### config.mk
export PLATFORM = sky130hd
export DESIGN_NAME = tdm_mux_8_1
export DESIGN_NICKNAME = d
export VERILOG_FILES = /design/src/rtl/tdm_mux_8_1.sv
export SDC_FILE = /design/constraint.sdc
export NUM_CORES = 1
export LEC_CHECK = 0
export CAP_MARGIN = 40
export CORE_MARGIN = 3
export CORE_UTILIZATION = 48
export DETAILED_ROUTE_END_ITERATION = 6
export GPL_TIMING_DRIVEN = 0
export PLACE_DENSITY = 0.87
export SLEW_MARGIN = 20
export SYNTH_ARGS = -nofsm -noshare
export SYNTH_HDL_FRONTEND = slang
export SYNTH_SLANG_ARGS = --single-unit
### constraint.sdc
create_clock -name Clock_In -period 6.56 [get_ports Clock_In]
set_input_delay 0.656 -clock Clock_In [delete_from_list [all_inputs] [get_ports Clock_In]]
set_output_delay 0.656 -clock Clock_In [all_outputs]
set_load 0.05 [all_outputs]
### src/rtl/tdm_mux_8_1.sv
// tdm_mux_8_1: round-robin 8:1 gathering multiplexer.
// Picks one of eight valid/ready producers per cycle and holds the selected
// beat, tagged with its channel index, in a single output register.
module tdm_mux_8_1 #(
  parameter int DATA_WIDTH = 8
) (
  input  logic                    Clock_In,
  input  logic                    Reset_In,
  input  logic                    Enable_In,
  input  logic [8*DATA_WIDTH-1:0] Data_In,
  input  logic [7:0]              Valid_In,
  output logic [7:0]              Ready_Out,
  output logic [DATA_WIDTH-1:0]   Data_Out,
  output logic [2:0]              Select_Out,
  output logic                    Valid_Out,
  input  logic                    Ready_In,
  output logic [15:0]             Transfer_Count_Out
);

  logic                  vld_p0;
  logic [DATA_WIDTH-1:0] data_p0;
  logic [2:0]            sel_p0;
  logic [2:0]            pointer;
  logic [15:0]           xfer_cnt;

  logic                  load_en;
  logic                  grant;
  logic [2:0]            grant_idx;
  logic                  any_valid;
  logic [2:0]            pick_idx;

  // First requesting channel at or after the pointer, wrapping modulo 8.
  // Scanning from the farthest offset down leaves the nearest hit last.
  function automatic logic [2:0] rr_pick(input logic [7:0] req, input logic [2:0] ptr);
    logic [2:0] idx;
    logic [2:0] sel;
    sel = ptr;
    for (int i = 7; i >= 0; i--) begin
      idx = ptr + 3'(i);
      if (req[idx]) sel = idx;
    end
    return sel;
  endfunction

  // Arbitration: grant only when the output slot is free or draining now.
  always_comb begin
    load_en   = !vld_p0 || Ready_In;
    any_valid = |Valid_In;
    pick_idx  = rr_pick(Valid_In, pointer);
    grant     = load_en && Enable_In && any_valid && !Reset_In;
    grant_idx = pick_idx;
    Ready_Out = 8'd0;
    if (grant) Ready_Out[grant_idx] = 1'b1;
  end

  // Stage p0: output beat register, round-robin pointer and transfer counter.
  always_ff @(posedge Clock_In or posedge Reset_In) begin
    if (Reset_In) begin
      vld_p0   <= 1'b0;
      data_p0  <= '0;
      sel_p0   <= 3'd0;
      pointer  <= 3'd0;
      xfer_cnt <= 16'd0;
    end else begin
      if (vld_p0 && Ready_In) xfer_cnt <= xfer_cnt + 16'd1;
      if (grant) begin
        vld_p0  <= 1'b1;
        data_p0 <= Data_In[grant_idx*DATA_WIDTH +: DATA_WIDTH];
        sel_p0  <= grant_idx;
        pointer <= grant_idx + 3'd1;
      end else if (load_en) begin
        vld_p0  <= 1'b0;
      end
    end
  end

  assign Valid_Out          = vld_p0;
  assign Data_Out           = data_p0;
  assign Select_Out         = sel_p0;
  assign Transfer_Count_Out = xfer_cnt;

endmodule
==> results.md, run 1 <==
- In the global route stage, met2 resource usage came out at 42.3%.
- The post-synthesis cell type count is 49.
- STA classifies the critical path endpoint as a primary output.
- The number of max-cap violations is 0.
- The aggregate global-route resource usage is about a quarter.
- The number of flops mapped to enable cells by yosys is 0.
- During placement, the flow inserted port buffers numbering about 110.
- Relative to the synthesized area, the layout overhead comes to 45.3%.
- The sum of internal, switching and leakage power is roughly 2.6 mW.
- In the synthesized netlist the async set-or-reset flop fraction comes to 100%.
- The number of gates resized after CTS was 0.
- Buffers inserted during clock tree synthesis total 5.
- In the synthesized netlist the dominant register cell turns out to be sky130_fd_sc_hd__dfrtp_1.
- The number of antenna-violating nets in the routed design is 0.
- The worst-skew pair later-pin latency is 0.28 ns.
- The sequential power share is between 10% and 20%.
- The number of standard cells after synthesis is between 200 and 300.
- Counting along the longest clock path gives a buffer depth of 2.
- In this run the number of H-tree levels came out at 2.
- In this run the cell area measured after placement is 0.00405 mm².
- 112 I/O pins were placed.
- The initial cell density of the core is roughly half.
- The die covers 0.00689 mm².
- For this design the static power due to leakage is roughly 1.8 nW.
- In this run, the combinational gates consume around 83% of the power.
- After detailed placement, the design holds a cell count of 474.
- After the first detailed-routing iteration, the DRC count stood at 150.
- The arrival time reported for the critical path endpoint is 5.35 ns.
- The worst-case vdd ir drop is 0.386 mV.
- The measured slew at the worst slew-check pin is ~0.73 ns.
- Traced cell by cell, the critical path runs through buf_2 > clkbuf_1 > inv_1 > ha_1 > clkbuf_1 > mux4_2 > mux2i_2 > nor2_1 > a311oi_1 > o21ai_1 > o31ai_4 > buf_4 > and3_1 > clkdlybuf4s50_1.
- The CTS tree is yes.
- The final critical path takes up around 90% of the cycle.
- For this run, the register share of the synthesized area comes to 27.3%.
- When the netlist entered floorplanning its net count stood at 370.
- After floorplanning, the core was divided into 27 placement rows.
- The final critical delay including setup and external delays is around 6.0 ns.
- The global-route wire length before repair is 14.2 mm.
- In the routed design, unresolved DRC markers number 0.
- 0 antenna diodes ended up in the layout.
- The first TritonRoute pass finished after 4 iterations.
- Global routing consumed, on the met3 layer, approximately 8% of the routing resources.
- Dividing the detail-routed via count by the number of cells gives between 5 and 6.
- The internal power of the cells is roughly 1.3 mW.
- The met1 demand-to-capacity share in global routing is around 29%.
- The max-slew violation total from the final report is 0.
- The total count of hold-check failures in the final report is 0.
- The sum of net half-perimeters after detailed placement is approximately 6.7 mm.
- The total overflow left after global routing is 0.
- The fraction of power spent switching nets is 51.0%.
- The tree built by TritonCTS fans out to 31 sinks.
- The number of buffers inserted by post-CTS setup repair is 0.
- Summing all non-filler instances in the final layout gives an area of slightly above 0.004 mm².
- In the synthesized netlist, the cells that appear most often are sky130_fd_sc_hd__mux2i_1 (68), sky130_fd_sc_hd__nand2_1 (32), sky130_fd_sc_hd__dfrtp_1 (31).
- Setup violations remaining at the end of the flow were counted as 0.
- In this run the standard cell core region covers 0.00561 mm².
- The run finished with clean final reports.
- The die outline height is between 80 and 90 µm.
- The number of antenna violations at the first check in global routing is 0.
- In this run the power density over the cells is slightly above 600 mW/mm².
- Setup repair after global routing left no endpoint under its margin.
- During synthesis, Yosys emitted a total of 0 warnings.
- The number of synthesized register bits is 31.
- The congestion estimate from routability-driven global placement came to 0.894.
- The stage delay of the slowest cell on the critical path is between 0.8 and 0.9 ns.
- The number of global-route vias before repair is 2,990.
- The number of fillers in the final layout is about 430.
- The routed wire length is ~8.6 mm.
- For this run, the top clock speed supported by timing is 0.166 GHz.
- By area the synthesized netlist is led by sky130_fd_sc_hd__dfrtp_1 (27%), sky130_fd_sc_hd__mux2i_1 (24%), sky130_fd_sc_hd__mux4_2 (8.7%).
- The reported net switching power is 1.30 mW.
- The dominant cell type by count on the critical path is sky130_fd_sc_hd__clkbuf_1.
- After clock tree synthesis, the clock-pin slew on the worst setup and hold paths is 0.07 ns.
- The clock network accounts for 5.9% of the total power.
- Headroom to the max-slew limit came out at roughly half.
- The total via count in the routed design is 2,836.
- The top cell type by total area after synthesis is sky130_fd_sc_hd__dfrtp_1.
- The endpoint required time on the critical path is 5.90 ns.
- The most frequently used cell type in the post-synthesis netlist is sky130_fd_sc_hd__mux2i_1.
- From left edge to right edge, the die measures slightly above 80 µm.
- The tightest min-delay check is of the reg -> reg type.
- Once layout is complete, the cells apart from fillers number just under 500.
- By startpoint and endpoint, the worst setup path is classified as reg -> out.
- The largest net degree at the start of global routing is 34.
- The cell at the root of the clock tree is sky130_fd_sc_hd__clkbuf_8.
- The total of hold buffers inserted after clock tree synthesis is 0.
- After routing, the total negative slack on setup checks comes to 0 ns.
- STA classifies the critical path startpoint as a flop.
- On the final layout, the worst clock skew is around 0.005 ns.
- The busiest layer in global routing is met2.
- The count of nets after finishing is 488.
- The synthesized design devotes to its leading area cell type 27.3% of total area.
- The mean area per synthesized cell is between 9 and 10 µm².
- Summing every instance area after synthesis gives ~0.0028 mm².
- The share of final-layout standard cells stronger than drive strength 1 is 10.5%.
- The slowest cell on the critical path is sky130_fd_sc_hd__clkdlybuf4s50_1.
- Of all nets on the critical path, the largest fanout is 10.
- Dividing the detail-routed wire length by the instance count gives approximately 18 µm.
-- power by group through the flow --
stage	clock [mW]	sequential [mW]	combinational, mW
6_report	0.151	0.292	2.11
5_1_grt	0.163	0.298	2.26
4_1_cts	0.152	0.292	2.10
3_5_place_dp	0	0.294	2.10
3_3_place_gp	0	0.290	2.05
2_1_floorplan	0	0.447	1.47
-- cells in the final DEF (no fill, tap or decap), types with 3 or more instances in the layout --
cell and n:
sky130_fd_sc_hd__a21o_1 3, sky130_fd_sc_hd__a21oi_1 7, sky130_fd_sc_hd__and3_1 7, sky130_fd_sc_hd__buf_2 4
sky130_fd_sc_hd__buf_4 4, sky130_fd_sc_hd__buf_6 4, sky130_fd_sc_hd__clkbuf_1 5, sky130_fd_sc_hd__clkbuf_8 5
sky130_fd_sc_hd__clkdlybuf4s50_1 111, sky130_fd_sc_hd__dfrtp_1 31, sky130_fd_sc_hd__ha_1 3, sky130_fd_sc_hd__inv_1 7
sky130_fd_sc_hd__mux2_2 5, sky130_fd_sc_hd__mux2i_1 68, sky130_fd_sc_hd__mux4_2 11, sky130_fd_sc_hd__nand2_1 32
sky130_fd_sc_hd__nand2b_1 3, sky130_fd_sc_hd__nand3_1 8, sky130_fd_sc_hd__nor2_1 10, sky130_fd_sc_hd__nor3_1 8
sky130_fd_sc_hd__nor4_1 3, sky130_fd_sc_hd__o21ai_0 5, sky130_fd_sc_hd__o21ai_1 11, sky130_fd_sc_hd__xnor2_1 14
sky130_fd_sc_hd__xor2_1 6
-- worst max-delay path, delay by kind of cell (launching register included) --
kind | cells | cell delay [ns]
buffers and inverters | 6 | 2.24
AOI/OAI and AO/OA | 3 | 0.97
muxes | 2 | 0.93
DFF | 1 | 0.39
adders and majority gates | 1 | 0.30
and+or+nand+nor | 2 | 0.24
-- layout make-up --
| cell class | instances | area (µm²) | share of cell area [%] |
|---|---|---|---|
| clock buffer | 5 | 68.8 | 1.66 |
| sequential | 31 | 776 | 18.8 |
| clock inverter | 3 | 20.0 | 0.484 |
| timing repair buffer | 111 | 1110 | 26.9 |
| multi-input combinational | 235 | 1930 | 46.6 |
| inverter | 8 | 30.0 | 0.726 |
| buffer | 17 | 114 | 2.75 |
| tap | 72 | 90.1 | 2.18 |
-- final timing paths --
check	endpoint	slack [ns]	cells after the start	startpoint
max in group asynchronous	Data_Out[3]	5.34	2	Reset_In
setup / recovery	Ready_Out[6]	0.55	14	pointer[1]
hold / removal	Select_Out[1]	0.47	2	Select_Out[1]
hold reg to reg	Select_Out[1]	0.47	2	Select_Out[1]
setup reg to reg	Data_Out[0]	2.05	14	pointer[1]
min in group asynchronous	Transfer_Count_Out[15]	0.78	2	Reset_In
-- state kept, by name, summed over array words and instances (netlist names) --
name and count:
Transfer_Count_Out 16, Data_Out 8, Select_Out 3, pointer 3
Valid_Out 1
-- stage by stage --
stage | hold slack, ns | worst slack (ns) | util (%)
after CTS | 0.478 | 0.627 | 73.8
after global placement | 0.462 | 1.08 | 72.2
after detailed placement | 0.462 | 0.944 | 72.2
after global routing | 0.503 | 0.302 | 73.8
after floorplan | 0.745 | 1.26 | -
final | 0.474 | 0.553 | 73.8
-- logic make-up (layout without fill, tap and decap cells) --
group | after synthesis | count (layout) | synth area share, %
flip-flops | 31 | 31 | 27.3
AO/OA/AOI/OAI | 42 | 42 | 10.0
XOR/XNOR | 20 | 20 | 6.15
multiplexers | 86 | 86 | 35.6
buffers and inverters | 25 | 144 | 5.06
AND/OR/NAND/NOR | 84 | 84 | 14.6
adder cells (fa/ha/maj) | 3 | 3 | 1.32
-- layer usage --
layer  vias to the layer above  wire length (µm)
met5                         -                 0
met4                         0               196
met3                        20               787
met2                       135              4180
met1                      1360              3390
li1                       1321                 -
Power figures use the tool's default switching activity.
==> inputs of run 2 (changes only) <==
--- a/config.mk
+++ b/config.mk
@@ -11,6 +11,7 @@
 export DETAILED_ROUTE_END_ITERATION = 6
 export GPL_TIMING_DRIVEN = 0
 export PLACE_DENSITY = 0.87
+export REMOVE_ABC_BUFFERS = 1
 export SLEW_MARGIN = 20
 export SYNTH_ARGS = -nofsm -noshare
 export SYNTH_HDL_FRONTEND = slang
==> run 2 against run 1 <==
Net effect: critical path depth shrank 2; via count shrank 4.5%; global-route usage shrank 0.60 points; worst hold slack gained 0.016 ns; clock skew grew 0.00052 ns; first-iteration DRC count grew 6.7%; non-clock buffer count shrank 10; utilization grew 0.98 points; largest power group unchanged.
==> results.md, run 2 (synthesized netlist as in run 1, its figures left out) <==
- The flow ran to the end, and the final reports show no timing, DRC or antenna violations.
- The number of endpoints failing setup at the final stage is 0 (unchanged).
- The overall die width came to 83.0 µm (unchanged).
- The number of flip-flops in the largest register is 16 (unchanged).
- The launch point of the worst hold path is Select_Out[1].
- The number of stages on the worst hold path is 2 (unchanged).
- Relative to the synthesized area, the layout overhead comes to 47.3%.
- The share of final-layout standard cells stronger than drive strength 1 is 9.50% (-0.99 points).
- The cell count of the worst reg-to-reg path was 13 (-1).
- The launch point of the worst reg-to-reg path is pointer[1].
- The worst slew slack as a fraction of its limit was 48.7% (-2.2 points).
- The top-level port count is 112 (unchanged).
- The number of max-cap violations is 0 (unchanged).
- The cell at the root of the clock tree is sky130_fd_sc_hd__clkbuf_8.
- The CTS tree is yes.
- The worst-case clock buffer depth is 2 (unchanged).
- The initial cell density of the core is 50.8% (unchanged).
- The power share of the clock group is 8.5% (+2.6 points).
- The number of antenna-violating nets in the routed design is 0 (unchanged).
- The final cell utilization of the core is 74.7% (+0.98 points).
- The worst setup slack after layout is 0.847 ns (+0.294 ns).
- The per-cell via count in the routed design was 5.74 (-2.5%).
- The TritonCTS buffer count came to 5 (unchanged).
- Setup repair after global routing left no endpoint under its margin.
- In this run the critical register-to-register path is captured at Data_Out[2].
- The die outline height came to 83.0 µm (unchanged).
- The worst clock skew is 0.00538 ns (+0.000520 ns).
- The aggregate global-route resource usage is 24.2% (-0.60 points).
- The static power due to leakage is 1.83 nW (+0.93%).
- The maximum fanout encountered on the critical timing path is 21 (+11).
- The internal power of the cells is 1.36 mW (+8.9%).
- The total overflow reported by the global router is 0 (unchanged).
- The largest net degree at the start of global routing came to 34 (unchanged).
- The pre-CTS setup slack is 1.24 ns (+0.296 ns).
- The most frequent standard cell in the layout excluding fill and tap cells is sky130_fd_sc_hd__clkdlybuf4s50_1.
- The number of global-route vias before repair came to 2,874 (-3.9%).
- The average wire length per cell after detail routing is 17.4 µm (-2.1%).
- The worst-skew pair later-pin latency came to 0.28 ns (about the same).
- The worst hold margin is 0.491 ns (+0.0164 ns).
- The number of placed instances, taps included was 464 (-2.1%).
- The sequential power share is 12.2% (+0.8 points).
- The post-CTS clock slew at the launch and capture registers of the worst setup and hold paths was 0.06 ns (about the same).
- The routed wire length is 8.20 mm (-4.1%).
- The number of standard-cell rows in the floorplan is 27 (unchanged).
- The post-route non-filler standard cell count came to 472 (-2.1%).
- The number of antenna violations at the first check in global routing was 0 (unchanged).
- The worst setup path is launched from a flop.
- The library cells used most frequently in the layout, excluding fill and tap cells, are sky130_fd_sc_hd__clkdlybuf4s50_1 (111), sky130_fd_sc_hd__mux2i_1 (68), sky130_fd_sc_hd__nand2_1 (32).
- The arrival time reported for the critical path endpoint came to 5.06 ns (-0.29 ns).
- The worst setup slack for register-to-register paths came to 2.29 ns (+0.24 ns).
- The reported net switching power is 1.29 mW (-1.2%).
- The area of the die was 0.00689 mm² (unchanged).
- The worst-case vdd ir drop was 0.434 mV (+13%).
- The achievable frequency is 0.175 GHz (+5.1%).
- The detailed-routing iteration count for the pre-antenna-repair pass is 4 (unchanged).
- The endpoint required time on the critical path is 5.90 ns (about the same).
- The path with the worst hold slack has its endpoint at Select_Out[1].
- The classification of the worst-slack hold path is reg -> reg.
- The total via count in the routed design is 2,707 (-4.5%).
- The global-route wire length before repair came to 13.9 mm (-2.1%).
- The DRC marker count from the first detailed-route iteration came to 160 (+6.7%).
- The clock sink total came to 31 (unchanged).
- The type of destination of the critical path is a primary output.
- The final cycle utilization of the critical path is 87.1% (-4.5 points).
- The depth of the CTS H-tree is 2 (unchanged).
- The quantity of gates resized following cts came to 0 (unchanged).
- The count of buffers from port buffering came to 111 (unchanged).
- The number of buffers inserted by post-CTS setup repair came to 0 (unchanged).
- The number of inserted diodes is 0 (unchanged).
- The count of nets after finishing is 478 (-2.0%).
- The total of hold buffers inserted after clock tree synthesis is 0 (unchanged).
- The part of the power in combinational logic was 79.3% (-3.3 points).
- The placeable core region is 0.00561 mm² (unchanged).
- The number of fillers in the final layout is 404 (-6.5%).
- The fraction of power spent switching nets is 48.6% (-2.4 points).
- The max-slew violation total from the final report is 0 (unchanged).
- The final critical delay including setup and external delays was 5.71 ns (-0.294 ns).
- The power density over the cells is 632 mW/mm² (+2.4%).
- The total count of hold-check failures in the final report was 0 (unchanged).
- The measured slew at the worst slew-check pin is 0.770 ns (+0.0354 ns).
- The remaining routing DRC violations is 0 (unchanged).
- The setup path with the least slack is of type reg -> out.
- The sum of net half-perimeters after detailed placement is 6.30 mm (-6.6%).
- The final weighted congestion in routability-driven placement came to 0.940 (+5.1%).
[run 2: per-stage QoR]
stage / instance area (µm²) / TNS [ns] / power [mW]
4_1_cts: 4190 / 0 / 2.65
6_report: 4190 / 0 / 2.65
3_5_place_dp: 4060 / 0 / 2.41
5_1_grt: 4190 / 0 / 2.83
2_1_floorplan: 2730 / -0.807 / 1.85
3_3_place_gp: 3930 / -7.72 / 2.24
[run 2: area by class of cell]
cell class                 instances  area, µm²  share of cell area, %
multi-input combinational        235       1950                   46.4
timing repair buffer             118       1220                   29.0
sequential                        31        776                   18.5
tap                               72       90.1                   2.15
clock buffer                       6       72.6                   1.73
clock inverter                     2       60.1                   1.43
inverter                           8       30.0                  0.716
[run 2: critical path, cell delays in order, from the launching register on]
cell and delay, ns:
sky130_fd_sc_hd__dfrtp_1 0.84, sky130_fd_sc_hd__inv_1 0.14, sky130_fd_sc_hd__ha_1 0.54, sky130_fd_sc_hd__mux4_2 0.61, sky130_fd_sc_hd__mux2i_2 0.30, sky130_fd_sc_hd__nor2_1 0.07
sky130_fd_sc_hd__a311oi_1 0.19, sky130_fd_sc_hd__o21ai_1 0.15, sky130_fd_sc_hd__o31ai_4 0.55, sky130_fd_sc_hd__buf_6 0.24, sky130_fd_sc_hd__nand2b_1 0.09, sky130_fd_sc_hd__nor3_1 0.17
sky130_fd_sc_hd__clkdlybuf4s50_1 0.86
[run 2: worst max-delay path by stage]
| stage | slack, ns | to | startpoint | cells past startpoint |
|---|---|---|---|---|
| finish | 0.85 | Ready_Out[7] | pointer[1] | 12 |
| global route | 0.57 | Ready_Out[7] | pointer[1] | 12 |
| CTS | 0.86 | Ready_Out[7] | pointer[1] | 12 |
| detailed placement | 1.24 | Ready_Out[3] | pointer[1] | 11 |
| global placement | -1.33 | Ready_Out[2] | pointer[0] | 10 |
| floorplan | -0.46 | Ready_Out[0] | pointer[0] | 9 |
[run 2: routing by layer]
| metal | vias up | wire (µm) | GRT usage, % |
|---|---|---|---|
| li1 | 1294 | - | - |
| met1 | 1317 | 3170 | 27.7 |
| met2 | 90 | 4450 | 44.3 |
| met3 | 6 | 539 | 7.04 |
| met4 | 0 | 47 | 5.65 |
| met5 | - | 0 | 0 |
[run 2: power by group through the flow]
stage,registers [mW],logic [mW],clock network [mW]
finish,0.324,2.10,0.225
global placement,0.341,1.90,0
global route,0.334,2.26,0.236
floorplan,0.486,1.37,0
CTS,0.323,2.10,0.226
detailed placement,0.324,2.09,0
==> edit 1: new RTL, flow settings as in run 1 <==
The parameter `DATA_WIDTH` goes from 8 to 6.
--- a/src/rtl/tdm_mux_8_1.sv
+++ b/src/rtl/tdm_mux_8_1.sv
@@ -2,7 +2,7 @@
 // Picks one of eight valid/ready producers per cycle and holds the selected
 // beat, tagged with its channel index, in a single output register.
 module tdm_mux_8_1 #(
-  parameter int DATA_WIDTH = 8
+  parameter int DATA_WIDTH = 6
 ) (
   input  logic                    Clock_In,
   input  logic                    Reset_In,
Ports: changed (resized Data_In and Data_Out); port bits go from 112 to 94. No check against the original RTL was run, so the function may have changed too.
==> edit 1 against run 1 <==
Worst setup slack improved by 100 ps. Sequential cell count decreased by 2. Power decreased by 1.6%. Routed wire length up 2.7%. Final area decreased by 1.3%. Maximum frequency rose by 1.7%. First-iteration DRC count grew 73%. Area after synthesis up 3.6%. Clock power rose by 30%.
==> edit 1: results (changes against run 1) <==
metric,value,unit,change
Hold Path Cell Cnt,1,,was 2
layout cell share with drive strength beyond 1,15.9,%,was 10.5%
Hold Path Class,reg -> reg,,unchanged
Pleak,1.61,nW,was 1.81 nW
Skew-Pair Late Insertion Delay,280,ps,about the same
placer's final routability congestion estimate,0.879,,was 0.894
reg2reg path depth,14,,unchanged
mux cell area share after synthesis,32.2,%,was 35.6%
Layout Nets,459,,was 488
Mapped Nets,360,,was 370
ys flop type,dfrtp_1,,unchanged
library cells used by synthesis,51,,was 49
adder-cell area share of the yosys netlist,1.27,%,was 1.32%
Total Routing Usage GR,24.8,%,about the same
clock slew at reported path FFs,80,ps,
crit path DAT,5250,ps,was 5350 ps
GRT busiest layer,met2,,unchanged
Ant. Diodes,0,,unchanged
DRT antenna net count,0,,unchanged
Resized Gates After CTS,0,,unchanged
largest net degree at the start of global routing,32,,was 34
initial antenna violation count,0,,unchanged
crit path launch type,flop,,unchanged
met3 usage,6.67,%,was 8.04%
vias per cell,6.14,,was 5.88
first-pass GRT wire length,14.5,mm,was 14.2 mm
Synth Area in Compound Gates,14.9,%,was 10.0%
relative slew slack,55.8,%,was 50.9%
PortBufs,93,,was 111
status,finished clean,,unchanged
Post-synth ARST share,100,%,unchanged
CTS Buf Count,5,,unchanged
DP HPWL,6.53,mm,was 6.75 mm
H-tree depth,2,,unchanged
DRT iter0 DRCs,260,,was 150
WL final,8.78,mm,was 8.55 mm
Detailed Routing Iterations Pass 1,5,,was 4
number of global-route vias before repair,2933,,"was 2,990"
post-synthesis sequential area ratio,24.6,%,was 27.3%
Max IR drop VDD,0.424,mV,was 0.386 mV
clock tree buffer depth,2,,unchanged
crit-path max FO,18,,was 10
"top cells by area, synth","dfrtp_1 (25%), mux4_2 (12%), mux2i_1 (8.8%)",,"was dfrtp_1 (27%), mux2i_1 (24%), mux4_2 (8.7%)"
GR Util met1,32.5,%,was 29.5%
CTS Root Cell,clkbuf_8,,unchanged
Largest register FFs,16,,unchanged
GR Util met2,41.2,%,was 42.3%
worst r2r src,pointer[1]$_DFFE_PP0P_,,unchanged
fill count,421,,was 432
Max Clock Skew,13.1,ps,was 4.87 ps
Post-CTS Setup Bufs,0,,unchanged
Ys Warns,0,,unchanged
XOR/XNOR Fraction of Synth Area,5.94,%,was 6.15%
most frequent cells after synthesis,"dfrtp_1 (29), nand2_1 (28), mux2i_1 (26), nand3_1 (18), mux2_2 (17)",,"was mux2i_1 (68), nand2_1 (32), dfrtp_1 (31), xnor2_1 (14)"
Hold Crit Start,Transfer_Count_Out[15]$_DFFE_PP0P_,,was Select_Out[1]$_DFFE_PP0P_
==> edit 1: cell types whose count changed in the layout (fill, tap and decap cells not counted), sizes merged, moves of 6 or more <==
cell | before | now
mux2i | 69 | 26
clkbuf | 10 | 22
o22a | 0 | 7
clkdlybuf4s50 | 111 | 93
o21ai | 16 | 6
mux2 | 6 | 25
nand4 | 2 | 9
nand3 | 8 | 18
a31oi | 0 | 9
mux4 | 11 | 17
a32o | 0 | 7
==> edit 1: cell families (layout without fill, tap and decap cells) <==
family,after synthesis,count (layout)
and+or+nand+nor,92,92
muxes,68,68
AOI/OAI and AO/OA,53,53
buffers and inverters,32,132
DFF,29,29
xor gates and xnor gates,20,20
adders and majority gates,3,3
==> edit 1: critical path, cell delays in order (launching register included) <==
cell and delay [ps]:
dfrtp_1 350, buf_2 390, inv_1 240, ha_1 410
buf_6 180, mux2_2 370, mux4_2 530, a2111oi_4 360
o31ai_2 140, a31oi_4 370, buf_12 210, buf_12 140
nand2_1 100, nor3b_1 300, clkdlybuf4s50_1 860
==> edit 1: final timing paths <==
check	slack [ps]	end
min	480	Transfer_Count_Out[15]$_DFFE_PP0P_
max in group asynchronous	5330	Transfer_Count_Out[7]$_DFFE_PP0P_
max	660	Ready_Out[1]
min in group asynchronous	780	Transfer_Count_Out[15]$_DFFE_PP0P_
min reg2reg	480	Transfer_Count_Out[15]$_DFFE_PP0P_
max reg2reg	2160	Data_Out[5]$_DFFE_PP0P_
==> edit 1: power by group <==
| part | leakage [nW] | switching, mW | internal (mW) |
|---|---|---|---|
| Clock | 0.0585 | 0.0732 | 0.124 |
| Combinational | 1.18 | 1.16 | 0.886 |
| Sequential | 0.371 | 0.0403 | 0.231 |
==> edit 1: cell type report <==
type	instances	area share (%)
multi-input cells	236	50.3
well taps	72	2.21
repair buffers	93	22.8
flip-flops and latches	29	17.8
plain buffers	24	3.43
clock inverters	1	0.735
inverters	7	0.643
clock buffers	7	2.11
==> edit 1: through the flow <==
stage	area (sq um)	hold WS, ps	setup WS (ps)	std cells	total power, mW
6_report	4080	479	656	469	2.51
5_1_grt	4080	493	318	469	2.65
4_1_cts	4090	478	331	470	2.49
3_5_place_dp	3970	463	658	462	2.27
3_3_place_gp	3970	463	777	462	2.22
2_1_floorplan	2950	745	1170	297	1.82
==> edit 1: layer usage <==
metal	vias to the layer above	part of all wire, %
met5	-	0
met2	161	49
li1	1329	-
met1	1376	42
met4	0	1.2
met3	14	8.0
==> edit 2: new RTL, config.mk and constraints of run 1 <==
Made on the original files. Reset style: synchronous (`Reset_In`), changed in one clocked block.
--- a/src/rtl/tdm_mux_8_1.sv
+++ b/src/rtl/tdm_mux_8_1.sv
@@ -54,7 +54,7 @@
   end
 
   // Stage p0: output beat register, round-robin pointer and transfer counter.
-  always_ff @(posedge Clock_In or posedge Reset_In) begin
+  always_ff @(posedge Clock_In) begin
     if (Reset_In) begin
       vld_p0   <= 1'b0;
       data_p0  <= '0;
Formal check against the unedited RTL: differs if Reset_In is asserted again (counterexample within 4 cycles, from zero or initial values and one cycle with Reset_In high); with Reset_In held inactive, the same outputs for 10 cycles.
==> edit 2 against run 1 <==
Register-to-register slack improved by 410 ps. Routed wire length increased by 22%. Largest power group unchanged. Cell count up 21%. Sequential cell count unchanged. Area after synthesis grew 14%. Final area rose by 9.9%. Worst setup slack improved by 370 ps. Highest routed layer unchanged. Maximum frequency increased by 6.6%. Global-route usage up 1.6 points. Power is 22% lower.
==> edit 2: results (changes against run 1) <==
metric,value,unit,change
status,finished clean,,unchanged
Hold Path Class,reg -> reg,,unchanged
met1 wire length,4.28,mm,was 3.39 mm
Mapped Nets,465,,was 370
reg2reg setup slack,2460,ps,was 2050 ps
Cells after Synth,386,,was 291
Total Routing Usage GR,26.5,%,was 24.8%
Layout Nets,582,,was 488
clock tree buffer depth,2,,unchanged
WL final,10.4,mm,was 8.55 mm
number of global-route vias before repair,3464,,"was 2,990"
relative slew slack,55.3,%,was 50.9%
Max Clock Skew,6.91,ps,was 4.87 ps
post-synthesis sequential area ratio,19.2,%,was 27.3%
first-pass GRT wire length,16.4,mm,was 14.2 mm
clock slew at reported path FFs,70,ps,about the same
Final Cell Area,4540,sq um,was 4140 sq um
crit-path max FO,10,,unchanged
Resized Gates After CTS,0,,unchanged
CTS Buf Count,5,,unchanged
Ys Warns,0,,unchanged
Ant. Diodes,0,,unchanged
Post-CTS Setup Bufs,0,,unchanged
reg2reg path depth,14,,unchanged
crit path DAT,4980,ps,was 5350 ps
DRT iter0 DRCs,266,,was 150
PortBufs,110,,was 111
DP HPWL,8.02,mm,was 6.75 mm
CTS Root Cell,clkbuf_8,,unchanged
placer's final routability congestion estimate,0.955,,was 0.894
layout cell share with drive strength beyond 1,14.5,%,was 10.5%
worst setup path end,Ready_Out[5],,was Ready_Out[6]
Pleak,1.67,nW,was 1.81 nW
WL met2,4.99,mm,was 4.18 mm
Top Family by Delay on Critical Path,buffers and inverters,,unchanged
slowest CP cell,clkdlybuf4s50_1,,unchanged
worst r2r src,pointer[0]$_SDFFE_PP0P_,,was pointer[1]$_DFFE_PP0P_
crit path launch type,flop,,unchanged
fill count,511,,was 432
most frequent cells after synthesis,"nand3_1 (41), dfxtp_1 (31), o21ai_0 (31), mux2i_1 (26), nor2_1 (25)",,"was mux2i_1 (68), nand2_1 (32), dfrtp_1 (31), xnor2_1 (14)"
Largest register FFs,16,,unchanged
highest metal used,met4,,unchanged
FF-to-FF End,Data_Out[3]$_SDFFE_PP0P_,,was Data_Out[0]$_DFFE_PP0P_
dpl cells,573,,was 474
H-tree depth,2,,unchanged
Non-Filler Instances,581,,was 482
largest net degree at the start of global routing,12,,was 34
"top cells by area, synth","dfxtp_1 (19%), mux4_2 (12%), mux2i_1 (8.0%)",,"was dfrtp_1 (27%), mux2i_1 (24%), mux4_2 (8.7%)"
crit-path max cell delay,880,ps,was 820 ps
Post-synth ARST share,0,%,was 100%
Max IR drop VDD,0.229,mV,was 0.386 mV
Skew-Pair Late Insertion Delay,290,ps,
Detailed Routing Iterations Pass 1,5,,was 4
WL met3,931,microns,was 787 microns
via count,3589,,"was 2,836"
placed instance area,4430,sq um,was 4050 sq um
initial antenna violation count,0,,unchanged
library cells used by synthesis,57,,was 49
[edit 2: report_power, final]
| part | switching [mW] | total (mW) | internal (mW) |
|---|---|---|---|
| Sequential | 0.0159 | 0.233 | 0.217 |
| Combinational | 0.931 | 1.56 | 0.629 |
| Clock | 0.0778 | 0.191 | 0.113 |
| Total | 1.02 | 1.98 | 0.959 |
[edit 2: worst min path at each step]
stage,from,endpoint,slack [ps],depth (start not counted)
floorplan,Select_Out[0]$_SDFFE_PP0P_,Select_Out[0]$_SDFFE_PP0P_,710,2
global placement,Data_Out[1]$_SDFFE_PP0P_,Data_Out[1]$_SDFFE_PP0P_,450,1
detailed placement,Data_Out[5]$_SDFFE_PP0P_,Data_Out[5]$_SDFFE_PP0P_,450,1
CTS,Data_Out[5]$_SDFFE_PP0P_,Data_Out[5]$_SDFFE_PP0P_,470,1
global route,Data_Out[6]$_SDFFE_PP0P_,Data_Out[6]$_SDFFE_PP0P_,490,1
finish,Data_Out[5]$_SDFFE_PP0P_,Data_Out[5]$_SDFFE_PP0P_,470,1
[edit 2: cell type report]
cell class | count | area [sq um] | area share (%)
repair buffers | 110 | 1100 | 24.2
well taps | 77 | 96.3 | 2.12
multi-input cells | 300 | 2320 | 51.1
inverters | 15 | 56.3 | 1.24
flip-flops and latches | 31 | 621 | 13.7
clock inverters | 3 | 43.8 | 0.964
clock buffers | 5 | 68.8 | 1.51
plain buffers | 40 | 236 | 5.20
[edit 2: kinds of logic after synthesis]
logic type                 count (synthesis)  share of synthesized area [%]
AOI/OAI and AO/OA                         99                           22.2
buffers and inverters                     55                           9.05
DFF                                       31                           19.2
adders and majority gates                  3                           1.16
xor gates and xnor gates                  18                           5.11
muxes                                     49                           22.4
and+or+nand+nor                          131                           20.9
[edit 2: per-layer routing]
layer	up-vias	GRT usage (%)
met3	21	5.36
li1	1712	-
met1	1677	32.8
met4	0	8.38
met5	-	0
met2	179	46.2
[edit 2: through the flow]
stage | setup slack, ps | util [%]
2_1_floorplan | 1770 | -
3_3_place_gp | 1320 | 69.0
3_5_place_dp | 1290 | 69.0
4_1_cts | 956 | 70.8
5_1_grt | 663 | 70.8
6_report | 923 | 70.8
[edit 2: worst register-to-register path: stages (launching register included)]
cell      delay [ps]
dfxtp_1          330
buf_2            220
buf_6            190
inv_1            130
ha_1             310
buf_4            190
buf_6            180
mux4_2           550
mux2i_2          300
nor4_1           100
a311oi_1         330
nand3_1          330
nor2_2           380
a32oi_1          180
a32o_1           260
